**config.mk**
```make
export PLATFORM = sky130hd
export DESIGN_NAME = shift_result_buffer
export DESIGN_NICKNAME = d
export VERILOG_FILES = /design/src/rtl/shift_pkg.sv /design/src/rtl/shift_sync_fifo.sv /design/src/rtl/shift_result_buffer.sv
export SDC_FILE = /design/constraint.sdc
export NUM_CORES = 1
export LEC_CHECK = 0
export ABC_AREA = 1
export CORE_AREA = 4 4 141 278
export DETAILED_ROUTE_END_ITERATION = 10
export DIE_AREA = 0 0 145 282
export SYNTH_ARGS = -nofsm -noshare
export SYNTH_HDL_FRONTEND = slang
export SYNTH_HIERARCHICAL = 1
export SYNTH_SLANG_ARGS = --single-unit
export TNS_END_PERCENT = 100
```
**constraint.sdc**
```tcl
create_clock -name clk -period 11.9 [get_ports clk]
set_input_delay 1.785 -clock clk [delete_from_list [all_inputs] [get_ports clk]]
set_output_delay 1.785 -clock clk [all_outputs]
set_load 0.01 [all_outputs]
```
**src/rtl/shift_pkg.sv**
```systemverilog
// Shared constants and elaboration helpers for the shifter datapath.
package shift_pkg;

    localparam logic [1:0] SHL = 2'b00;
    localparam logic [1:0] SHR = 2'b01;
    localparam logic [1:0] SRA = 2'b10;

    // Ceiling log2, usable in parameter and port-width expressions.
    function automatic int unsigned clog2(input int unsigned value);
        int unsigned result;
        result = 0;
        while ((32'd1 << result) < value) begin
            result = result + 1;
        end
        return result;
    endfunction

    // Shifter core latency from v_in to v_out for a given data width.
    function automatic int unsigned SHIFT_LAT(input int unsigned width);
        return clog2(width) + 2;
    endfunction

endpackage

```
**src/rtl/shift_sync_fifo.sv**
```systemverilog
// Synchronous FIFO with wrap-bit pointers; head is read combinationally.
module shift_sync_fifo
    import shift_pkg::*;
#(
    parameter int unsigned W     = 32,
    parameter int unsigned DEPTH = 8
) (
    input  logic                  clk,
    input  logic                  rst,
    input  logic                  wr_en,
    input  logic [W-1:0]          wr_data,
    input  logic                  rd_en,
    output logic [W-1:0]          rd_data,
    output logic                  empty,
    output logic                  full,
    output logic [clog2(DEPTH):0] count
);

    localparam int unsigned AW = clog2(DEPTH);
    localparam int unsigned PW = AW + 1;

    logic [W-1:0] mem [DEPTH];
    logic [AW:0]  wr_ptr;
    logic [AW:0]  rd_ptr;
    logic         do_wr;
    logic         do_rd;

    assign empty   = (wr_ptr == rd_ptr);
    assign full    = (wr_ptr[AW-1:0] == rd_ptr[AW-1:0]) && (wr_ptr[AW] != rd_ptr[AW]);
    assign count   = wr_ptr - rd_ptr;
    assign rd_data = mem[rd_ptr[AW-1:0]];
    assign do_wr   = wr_en && !full;
    assign do_rd   = rd_en && !empty;

    // Storage and pointer update; write and read may both happen in one cycle.
    always_ff @(posedge clk or posedge rst) begin
        if (rst) begin
            wr_ptr <= '0;
            rd_ptr <= '0;
            for (int i = 0; i < int'(DEPTH); i++) begin
                mem[i] <= '0;
            end
        end else begin
            if (do_wr) begin
                mem[wr_ptr[AW-1:0]] <= wr_data;
                wr_ptr              <= wr_ptr + PW'(1);
            end
            if (do_rd) begin
                rd_ptr <= rd_ptr + PW'(1);
            end
        end
    end

endmodule

```
**src/rtl/shift_result_buffer.sv**
```systemverilog
// Credit-gated issue and in-order result buffering for the fixed-latency shifter core.
module shift_result_buffer
    import shift_pkg::*;
#(
    parameter int unsigned WIDTH = 32,
    parameter int unsigned DEPTH = 8,
    parameter int unsigned TAG_W = 4,
    parameter int unsigned LAT   = SHIFT_LAT(WIDTH)
) (
    input  logic                  clk,
    input  logic                  rst,
    input  logic                  iss_valid,
    input  logic [TAG_W-1:0]      iss_tag,
    output logic                  iss_ready,
    output logic                  core_v_in,
    input  logic                  core_v_out,
    input  logic [WIDTH-1:0]      core_dout,
    output logic                  res_valid,
    output logic [WIDTH-1:0]      res_data,
    output logic [TAG_W-1:0]      res_tag,
    input  logic                  res_ready,
    output logic [clog2(DEPTH):0] occupancy,
    output logic                  err
);

    localparam int unsigned CW = clog2(DEPTH) + 1;
    localparam int unsigned FW = clog2(LAT + 1);

    typedef enum logic {
        S_FLUSH = 1'b0,
        S_RUN   = 1'b1
    } state_t;

    state_t        state;
    state_t        state_nxt;
    logic [FW-1:0] flush_cnt;
    logic [FW-1:0] flush_nxt;
    logic [CW-1:0] credits;
    logic [CW-1:0] credits_nxt;
    logic          err_nxt;
    logic          iss_ready_nxt;

    logic          fire;
    logic          pop;
    logic          core_seen;
    logic          core_bad;
    logic          data_wr;
    logic          data_empty;
    logic          data_full;
    logic          tag_empty;
    logic          tag_full;
    logic [CW-1:0] tag_count;
    logic          unused_tag_count;

    assign fire      = iss_valid && iss_ready;
    assign pop       = res_valid && res_ready;
    assign core_v_in = fire;

    // Core results only count once stale pipeline contents have been flushed.
    assign core_seen = (state == S_RUN) && core_v_out;
    assign core_bad  = core_seen && (data_full || tag_empty);
    assign data_wr   = core_seen && !data_full && !tag_empty;

    assign res_valid        = !data_empty;
    assign unused_tag_count = ^tag_count;

    shift_sync_fifo #(
        .W     (WIDTH),
        .DEPTH (DEPTH)
    ) u_data_fifo (
        .clk     (clk),
        .rst     (rst),
        .wr_en   (data_wr),
        .wr_data (core_dout),
        .rd_en   (pop),
        .rd_data (res_data),
        .empty   (data_empty),
        .full    (data_full),
        .count   (occupancy)
    );

    shift_sync_fifo #(
        .W     (TAG_W),
        .DEPTH (DEPTH)
    ) u_tag_fifo (
        .clk     (clk),
        .rst     (rst),
        .wr_en   (fire && !tag_full),
        .wr_data (iss_tag),
        .rd_en   (pop && !tag_empty),
        .rd_data (res_tag),
        .empty   (tag_empty),
        .full    (tag_full),
        .count   (tag_count)
    );

    // State, flush counter, credits, sticky error and registered issue-ready.
    always_ff @(posedge clk or posedge rst) begin
        if (rst) begin
            state     <= S_FLUSH;
            flush_cnt <= FW'(LAT);
            credits   <= CW'(DEPTH);
            err       <= 1'b0;
            iss_ready <= 1'b0;
        end else begin
            state     <= state_nxt;
            flush_cnt <= flush_nxt;
            credits   <= credits_nxt;
            err       <= err_nxt;
            iss_ready <= iss_ready_nxt;
        end
    end

    // Next-state: count down the flush window, then track credits and protocol errors.
    always_comb begin
        state_nxt   = state;
        flush_nxt   = flush_cnt;
        credits_nxt = credits;
        err_nxt     = err;

        case (state)
            S_FLUSH: begin
                if (flush_cnt != '0) begin
                    flush_nxt = flush_cnt - FW'(1);
                end
                if (flush_cnt <= FW'(1)) begin
                    state_nxt = S_RUN;
                end
            end
            S_RUN: begin
                if (fire && !pop) begin
                    credits_nxt = credits - CW'(1);
                end else if (pop && !fire && (credits != CW'(DEPTH))) begin
                    credits_nxt = credits + CW'(1);
                end
                if (core_bad) begin
                    err_nxt = 1'b1;
                end
            end
        endcase

        iss_ready_nxt = (state_nxt == S_RUN) && (credits_nxt != '0);
    end

endmodule
```
==> results of run 1 <==
==> path summary, 6_finish.rpt <==
kind / from / endpoint / slack, ns / cells after the start
min reg2reg: u_data_fifo/mem[232] / u_data_fifo/mem[232] / 0.47 / 2
min in group asynchronous: rst / err / 1.74 / 2
max in group asynchronous: rst / u_data_fifo/mem[55] / 8.36 / 3
max reg2reg: u_data_fifo/rd_ptr[1] / u_data_fifo/mem[125] / 6.36 / 14
max: u_data_fifo/rd_ptr[0] / res_data[22] / 6.06 / 9
min: u_data_fifo/mem[232] / u_data_fifo/mem[232] / 0.47 / 2
==> where the power goes <==
| group | leakage (nW) | internal [mW] | total, mW | switching, mW |
|---|---|---|---|---|
| Combinational | 4.85 | 0.0127 | 0.0538 | 0.0411 |
| Sequential | 4.36 | 1.07 | 1.07 | 0.0000000000000000235 |
| Clock | 0.515 | 0.568 | 1.00 | 0.435 |
==> critical path, stage by stage (launching register included) <==
cell and delay (ns):
dfrtp_4 0.77, inv_6 0.59, buf_4 0.77, nand2_1 0.10, nand2_1 0.09, nand2_1 0.06, o21ai_0 0.15, nand2_1 0.11
nand2_1 0.15, clkdlybuf4s50_1 0.61
==> sequential cells by signal, summed over array words and instances, names as in the netlist <==
| name | count |
|---|---|
| u_data_fifo/mem | 256 |
| u_tag_fifo/mem | 32 |
| state | 1 |
| u_tag_fifo/wr_ptr | 4 |
| err | 1 |
| u_tag_fifo/rd_ptr | 4 |
| u_data_fifo/rd_ptr | 4 |
| credits | 4 |
| u_data_fifo/wr_ptr | 4 |
| iss_ready | 1 |
| flush_cnt | 3 |
==> metrics by stage <==
| step | hold WS [ns] | std cells | total power, mW | area [um2] |
|---|---|---|---|---|
| final | 0.4659 | 2651 | 2.124 | 18310 |
| after CTS | 0.4689 | 2650 | 2.144 | 18310 |
| after detailed placement | 0.4531 | 2595 | 1.142 | 17290 |
| after global routing | 0.4842 | 2651 | 2.193 | 18310 |
| after floorplan | 0.4366 | 2229 | 1.117 | 16450 |
| after global placement | 0.4475 | 2595 | 1.142 | 17290 |
==> cell usage in the layout, fill, tap and decap left out, types with 3 or more instances in the layout <==
master / n
buf_4: 32
clkbuf_1: 3
clkbuf_16: 31
clkbuf_8: 8
clkdlybuf4s50_1: 84
clkinv_2: 10
dfrtp_1: 308
dfstp_2: 4
ha_1: 15
inv_1: 29
inv_2: 9
nand2_1: 1050
nand2_2: 7
nand2_4: 3
nand3_1: 21
nand3_2: 8
nand4_1: 292
nor2_1: 83
nor2_2: 11
nor2_4: 4
nor3_2: 3
o21ai_0: 149
xnor2_1: 5
xor2_1: 5
==> routing by layer <==
metal / vias to the layer above / wire, um / track usage (%)
met2: 533 / 28590 / 48.77
met1: 7493 / 21010 / 31.57
li1: 7179 / - / -
met3: 111 / 3041 / 2.605
met4: 0 / 2226 / 11.05
met5: - / 0 / 0
==> layout make-up <==
cell class	count	share of cell area, %
well taps	459	3.137
repair buffers	116	5.904
flip-flops and latches	314	42.97
diodes	1	0.01367
inverters	41	0.9226
clock buffers	42	4.900
multi-input cells	1665	41.50
clock inverters	13	0.6492
==> impl_metrics.csv, run 1 <==
group,metric,value,unit
outcome,status,"completed",
routing,via_per_inst,5.777,
yosys,syn_nets,2286,
routing,drtIter0Drc,1370,
cts,post_cts_resized,0,
sta,tightest_slew,1.149,ns
sta,fin_skew,0.01195,ns
sta,fin_crit_sh,49.12,%
power_and_ir_drop,ir_drop,0.1078,mV
floorplanning,die_w,145,um
floorplanning,rows,100,
sta,rsz0062_at_grt,"no",
place,portBuffers,84,
finish,drive_gt1_share,6.435,%
worst_setup_path,path_class,"reg2out",
worst_setup_path,crit_path_end_kind,"primary output",
cts,postCtsHoldBufs,0,
cts,cts_root_buf,"clkbuf_16",
global_route,track_usage,26.45,%
global_route,antenna_found_initial,1,
cts,cts.sinks,314,
global_route,first_global_vias,15100,
sta,setup_viol,0,
routing,postRouteWirelength,54.87,mm
place,dp_slack,6.259,ns
global_route,grt_pass1_wl,86.73,mm
yosys,avgSynthCellArea,7.380,um2
global_route,grt_max_degree,143,
floorplanning,start_util,44.27,%
sta,slew_violations,0,
yosys,synth_warnings,6,
worst_setup_path,cp_data_required_time,10.12,ns
yosys,syn_inst,2229,
min_path,hold_path.class,"reg2reg",
finish,nFillCells,3693,
worst_setup_path,startpoint_type,"flop",
sta,hold_violations,0,
routing,drc,0,
yosys,netlist_area,16450,um2
finish,multi_input_area,7599,um2
job,drv_cap,0,
power_and_ir_drop,powerDensity,116.0,nW/um2
routing,vias,15320,
routing,ant_nets,0,
sta,period_minus_slack,5.845,ns
sta,max_slew_margin,22.98,%
worst_setup_path,critical_path_peak_fanout,69,
place,gp_congestion,0.8190,
cts,tritoncts,"yes",
finish,fin_util,49.27,%
routing,post_drt_wl_per_cell,20.70,um
worst_setup_path,crit_arrival,4.06,ns
finish,area_growth,11.29,%
floorplanning,die_y,282,um
cts,clock_latency,0.58,ns
floorplanning,core,37160,um2
place,dp_hpwl,31.89,mm
routing,firstDrtPassIters,7,
sta,clock.fmax,171.1,MHz
sta,tns,0,ns
sta,finalWorstSetupSlack,6.055,ns
cts,post_cts_buffers,0,
floorplanning,die-area,40890,um2
cts,clkSlewWorstSetupHoldPaths,0.07,ns
cts,htreeDepth,1,
finish,fin_nets,2226,
cts,cts.path.max_buffers,3,
cts,numCtsBuffers,31,
floorplanning,ios,85,
global_route,grt_overflow_total,0,
finish,seq_area,7868,um2
power_and_ir_drop,p_leak,9.730,nW
Power figures use the tool's default switching activity.
==> run 2: changes to the inputs <==
clock period = 4.7 ns   (was 11.9 ns; I/O delays follow)
==> impl_metrics.csv, run 2 (synthesized netlist as in run 1, its figures left out) <==
group,metric,value,unit
worst_setup_path,crit_path_end_kind,"primary output",
global_route,track_usage,27.16,%
worst_setup_path,critical_path_peak_fanout,71,
place,dp_hpwl,33.14,mm
global_route,grt_overflow_total,0,
worst_setup_path,ff2ff_path_depth,11,
routing,drc,0,
cts,numCtsBuffers,29,
global_route,grtUsageMet1,32.36,%
worst_setup_path,reg2reg_slack,1.19,ns
power_and_ir_drop,p_leak,9.725,nW
global_route,first_global_vias,15320,
power_and_ir_drop,switching_power,1.188,mW
cts,cts_root_buf,"clkbuf_16",
worst_setup_path,crit_end,"res_data[24]",
power_and_ir_drop,p_comb_share,2.8,%
power_and_ir_drop,pwr-share-seq,51.5,%
global_route,use_met3,2.927,%
sta,fin_crit_sh,91.43,%
floorplanning,start_util,44.27,%
routing,drtIter0Drc,1199,
sta,tns,0,ns
finish,top_register,"u_data_fifo/mem",
cts,postCtsHoldBufs,0,
cts,htreeDepth,1,
routing,via_per_inst,5.805,
sta,max_slew_margin,25.14,%
cts,post_cts_buffers,0,
cts,clkSlewWorstSetupHoldPaths,0.07,ns
sta,fin_skew,0.02376,ns
routing,postRouteWirelength,56.43,mm
sta,finalWorstSetupSlack,0.4027,ns
routing,post_drt_wl_per_cell,21.24,um
cts,tritoncts,"yes",
global_route,grt_max_degree,234,
place,dp_slack,1.010,ns
power_and_ir_drop,swShare,22.66,%
finish,final_common_cell,"nand2_1",
global_route,grt_pass1_wl,88.65,mm
power_and_ir_drop,ir_drop,0.2562,mV
finish,fin_util,49.36,%
sta,setup_viol,0,
place,portBuffers,84,
worst_setup_path,r2r-end,"u_data_fifo/mem[80]",
global_route,antenna_found_initial,0,
sta,slew_violations,0,
job,drv_cap,0,
sta,rsz0062_at_grt,"no",
power_and_ir_drop,p_clk_share,45.7,%
min_path,hold_path.class,"reg2reg",
finish,n_antenna_cell,0,
finish,drive_gt1_share,6.369,%
sta,clock.fmax,232.7,MHz
routing,ant_nets,0,
cts,cts.path.max_buffers,3,
power_and_ir_drop,p_int,4.053,mW
worst_setup_path,r2r_start,"u_data_fifo/rd_ptr[0]",
worst_setup_path,startpoint_type,"flop",
worst_setup_path,crit_arrival,3.59,ns
sta,tightest_slew,1.123,ns
floorplanning,die_y,282,um
sta,hold_violations,0,
finish,layout_common_cells,"nand2_1, dfrtp_1, nand4_1",
floorplanning,ios,85,
floorplanning,die-area,40890,um2
routing,firstDrtPassIters,6,
worst_setup_path,path_class,"reg2out",
floorplanning,rows,100,
floorplanning,core,37160,um2
finish,nFillCells,3698,
finish,fin_nets,2232,
finish,area_growth,11.50,%
finish,top_regs,"u_data_fifo/mem x256, u_tag_fifo/mem x32",
sta,period_minus_slack,4.297,ns
worst_setup_path,crit_start,"u_data_fifo/rd_ptr[0]",
global_route,gr-usage-met2,49.73,%
outcome,status,"completed",
floorplanning,die_w,145,um
finish,largest_reg_flops,256,
cts,cts.sinks,314,
cts,clock_latency,0.58,ns
global_route,grt-busiest-layer,"met2",
routing,vias,15430,
cts,post_cts_resized,0,
power_and_ir_drop,powerDensity,285.7,nW/um2
place,gp_congestion,0.8327,
worst_setup_path,cp_data_required_time,3.99,ns
## run 2: cell types whose count changed in the layout (fill, tap and decap cells not counted), moves of 2 or more
cell and delta:
clkbuf_1 +8, buf_12 +6, clkbuf_8 -4, clkinv_2 -4
buf_4 +2, clkbuf_16 -2, clkinvlp_4 +2
## run 2: worst max-delay path: stages (launching register included)
cell	delay, ns
dfrtp_4	0.80
inv_4	0.61
buf_4	0.46
nand2_1	0.09
nand2_1	0.09
nand2_1	0.05
o21ai_0	0.10
nand2_1	0.07
nand2_1	0.15
clkdlybuf4s50_1	0.56
## run 2: how the worst min path moves through the flow
stage,start,endpoint,slack (ns),depth (start not counted)
detailed placement,u_data_fifo/mem[233],u_data_fifo/mem[233],0.45,2
global route,u_data_fifo/mem[130],u_data_fifo/mem[130],0.48,2
floorplan,u_data_fifo/mem[127],u_data_fifo/mem[127],0.44,2
global placement,u_data_fifo/mem[103],u_data_fifo/mem[103],0.45,2
finish,u_data_fifo/mem[125],u_data_fifo/mem[125],0.47,2
CTS,u_data_fifo/mem[253],u_data_fifo/mem[253],0.47,2
## run 2: final cells by class
type                    instances  area, um2  share of cell area [%]
flip-flops and latches        314       7868                   42.89
clock inverters                10      106.4                  0.5798
inverters                      41      162.7                  0.8868
repair buffers                124       1216                   6.630
multi-input cells            1665       7594                   41.40
clock buffers                  44      822.0                   4.482
well taps                     459      574.3                   3.131
## run 2: power by group through the flow
stage | Sequential (mW) | Clock [mW] | Combinational [mW]
after floorplan | 2.75 | 0 | 0.0754
after global placement | 2.75 | 0 | 0.150
after detailed placement | 2.75 | 0 | 0.150
after CTS | 2.70 | 2.45 | 0.150
after global routing | 2.70 | 2.56 | 0.161
final | 2.70 | 2.39 | 0.146
## run 2: metrics by stage
step / cell area [um2] / instances / hold WS, ns / total power [mW]
3_5_place_dp: 17410 / 2603 / 0.4531 / 2.902
3_3_place_gp: 17410 / 2603 / 0.4482 / 2.903
5_1_grt: 18340 / 2657 / 0.4815 / 5.420
4_1_cts: 18340 / 2657 / 0.4698 / 5.300
6_report: 18340 / 2657 / 0.4667 / 5.241
2_1_floorplan: 16450 / 2229 / 0.4366 / 2.830
## run 2: metal layers
metal | wire [um] | up-vias
met5 | 0 | -
met4 | 2386 | 0
met3 | 3056 | 131
met2 | 29550 | 573
met1 | 21440 | 7534
li1 | - | 7187
==> run 3: changes to the inputs <==
CELL_PAD_IN_SITES_DETAIL_PLACEMENT = 0   (was not set)
CELL_PAD_IN_SITES_GLOBAL_PLACEMENT = 2   (was not set)
CORE_AREA = 4 4 166 329   (was 4 4 141 278)
DIE_AREA = 0 0 170 333   (was 0 0 145 282)
PLACE_DENSITY_LB_ADDON = 0.1   (was not set)
TNS_END_PERCENT = not set   (was 100)
==> impl_metrics.csv, run 3 (synthesized netlist as in run 1, its figures left out) <==
group,metric,value,unit
cts,cts_root_buf,"clkbuf_16",
sta,hold_violations,0,
worst_setup_path,startpoint_type,"flop",
global_route,grt_pass1_wl,98.21,mm
worst_setup_path,critical_path_peak_fanout,61,
global_route,antenna_found_initial,1,
cts,tritoncts,"yes",
floorplanning,ios,85,
place,place_inst,2810,
cts,postCtsHoldBufs,0,
place,dp_hpwl,37.79,mm
min_path,hold_path.class,"reg2reg",
worst_setup_path,cp_data_required_time,3.99,ns
sta,clock.fmax,250.6,MHz
global_route,first_global_vias,15820,
finish,multi_input_area,7659,um2
worst_setup_path,path_class,"reg2out",
finish,seq_area,7869,um2
finish,top_register,"u_data_fifo/mem",
power_and_ir_drop,powerDensity,297.5,nW/um2
routing,ant_nets,0,
sta,period_minus_slack,3.991,ns
floorplanning,die_y,333,um
place,gp_congestion,0.7978,
finish,nFillCells,5516,
sta,finalWorstSetupSlack,0.7089,ns
cts,numCtsBuffers,34,
floorplanning,core,51820,um2
finish,top_regs,"u_data_fifo/mem x256, u_tag_fifo/mem x32",
power_and_ir_drop,ir_drop,0.2183,mV
finish,n_antenna_cell,0,
routing,vias,15090,
cts,clkSlewWorstSetupHoldPaths,0.06,ns
cts,cts.sinks,314,
sta,tns,0,ns
cts,htreeDepth,2,
place,place_area,17810,um2
power_and_ir_drop,p_leak,9.869,nW
global_route,grt_overflow_total,0,
finish,layout_common_cells,"nand2_1, dfrtp_1, nand4_1",
worst_setup_path,crit_arrival,3.29,ns
routing,post_drt_wl_per_cell,22.15,um
finish,largest_reg_flops,256,
place,portBuffers,84,
cts,clock_latency,0.53,ns
worst_setup_path,critPathMostFrequentCell,"nand2_1",
finish,fin_util,36.54,%
sta,fin_skew,0.01190,ns
sta,tightest_slew,0.9439,ns
cts,cts.path.max_buffers,3,
sta,rsz0062_at_grt,"no",
floorplanning,rows,118,
global_route,track_usage,22.31,%
sta,slew_violations,0,
sta,setup_viol,0,
global_route,grt_max_degree,190,
routing,postRouteWirelength,63.52,mm
outcome,status,"completed",
worst_setup_path,cp_slowest_cell,"dfrtp_4",
routing,via_per_inst,5.260,
routing,firstDrtPassIters,5,
finish,final_common_cell,"nand2_1",
routing,drc,0,
finish,area_growth,15.11,%
sta,max_slew_margin,37.07,%
cts,post_cts_buffers,0,
worst_setup_path,critical-path-max-stage-delay,0.75,ns
finish,finalNonFillerCells,2868,
cts,post_cts_resized,0,
floorplanning,die-area,56610,um2
worst_setup_path,cp_cell_sequence,"inv_4 > buf_12 > nor2_1 > o21ai_0 > nand2_1 > nand2_1 > clkdlybuf4s50_1",
place,dp_slack,1.229,ns
floorplanning,die_w,170,um
job,drv_cap,0,
routing,drtIter0Drc,1171,
worst_setup_path,crit_path_end_kind,"primary output",
finish,fin_nets,2243,
finish,drive_gt1_share,7.201,%
sta,fin_crit_sh,84.92,%
floorplanning,start_util,31.74,%
finish,final_cell_area,18940,um2
==> run 3: power breakdown <==
| group | leakage (nW) | total [mW] | internal (mW) | switching (mW) |
|---|---|---|---|---|
| Sequential | 4.36 | 2.70 | 2.70 | 0.0000000000000000615 |
| Clock | 0.551 | 2.78 | 1.63 | 1.15 |
| Combinational | 4.96 | 0.148 | 0.0362 | 0.112 |
==> run 3: routing by layer <==
metal | track usage, % | part of all wire (%)
met5 | 0 | 0.020
met1 | 25.57 | 38
met4 | 7.466 | 3.4
met2 | 42.36 | 55
met3 | 2.436 | 3.5
==> run 3: final cells by class <==
| type | count | area share, % |
|---|---|---|
| clock buffer | 56 | 5.742 |
| clock inverter | 2 | 0.1850 |
| inverter | 41 | 0.8589 |
| timing repair buffer | 130 | 6.858 |
| tap | 660 | 4.361 |
| multi-input combinational | 1665 | 40.44 |
| sequential | 314 | 41.55 |
==> run 3: per-stage QoR <==
step / power [mW] / hold slack [ns]
after floorplan: 2.830 / 0.4366
after CTS: 5.743 / 0.4684
after global routing: 5.815 / 0.4767
final: 5.634 / 0.4648
after detailed placement: 2.908 / 0.4530
after global placement: 2.907 / 0.4480
==> run 3: path summary, 6_finish.rpt <==
path                                       start                   end  slack (ns)  cells past startpoint
max reg2reg                u_data_fifo/rd_ptr[0]   u_data_fifo/mem[77]        1.17                      8
min in group asynchronous                    rst            credits[2]        0.63                      2
min                         u_data_fifo/mem[229]  u_data_fifo/mem[229]        0.46                      2
min reg2reg                 u_data_fifo/mem[229]  u_data_fifo/mem[229]        0.46                      2
max in group asynchronous                    rst   u_data_fifo/mem[46]        3.21                      3
max                        u_data_fifo/rd_ptr[0]           res_data[5]        0.71                      7
==> run 3: critical path: cells and delay by family (launching register included) <==
family	cells	cell delay, ns
AOI/OAI and AO/OA	1	0.32
buffers and inverters	3	1.32
DFF	1	0.75
and+or+nand+nor	3	0.29
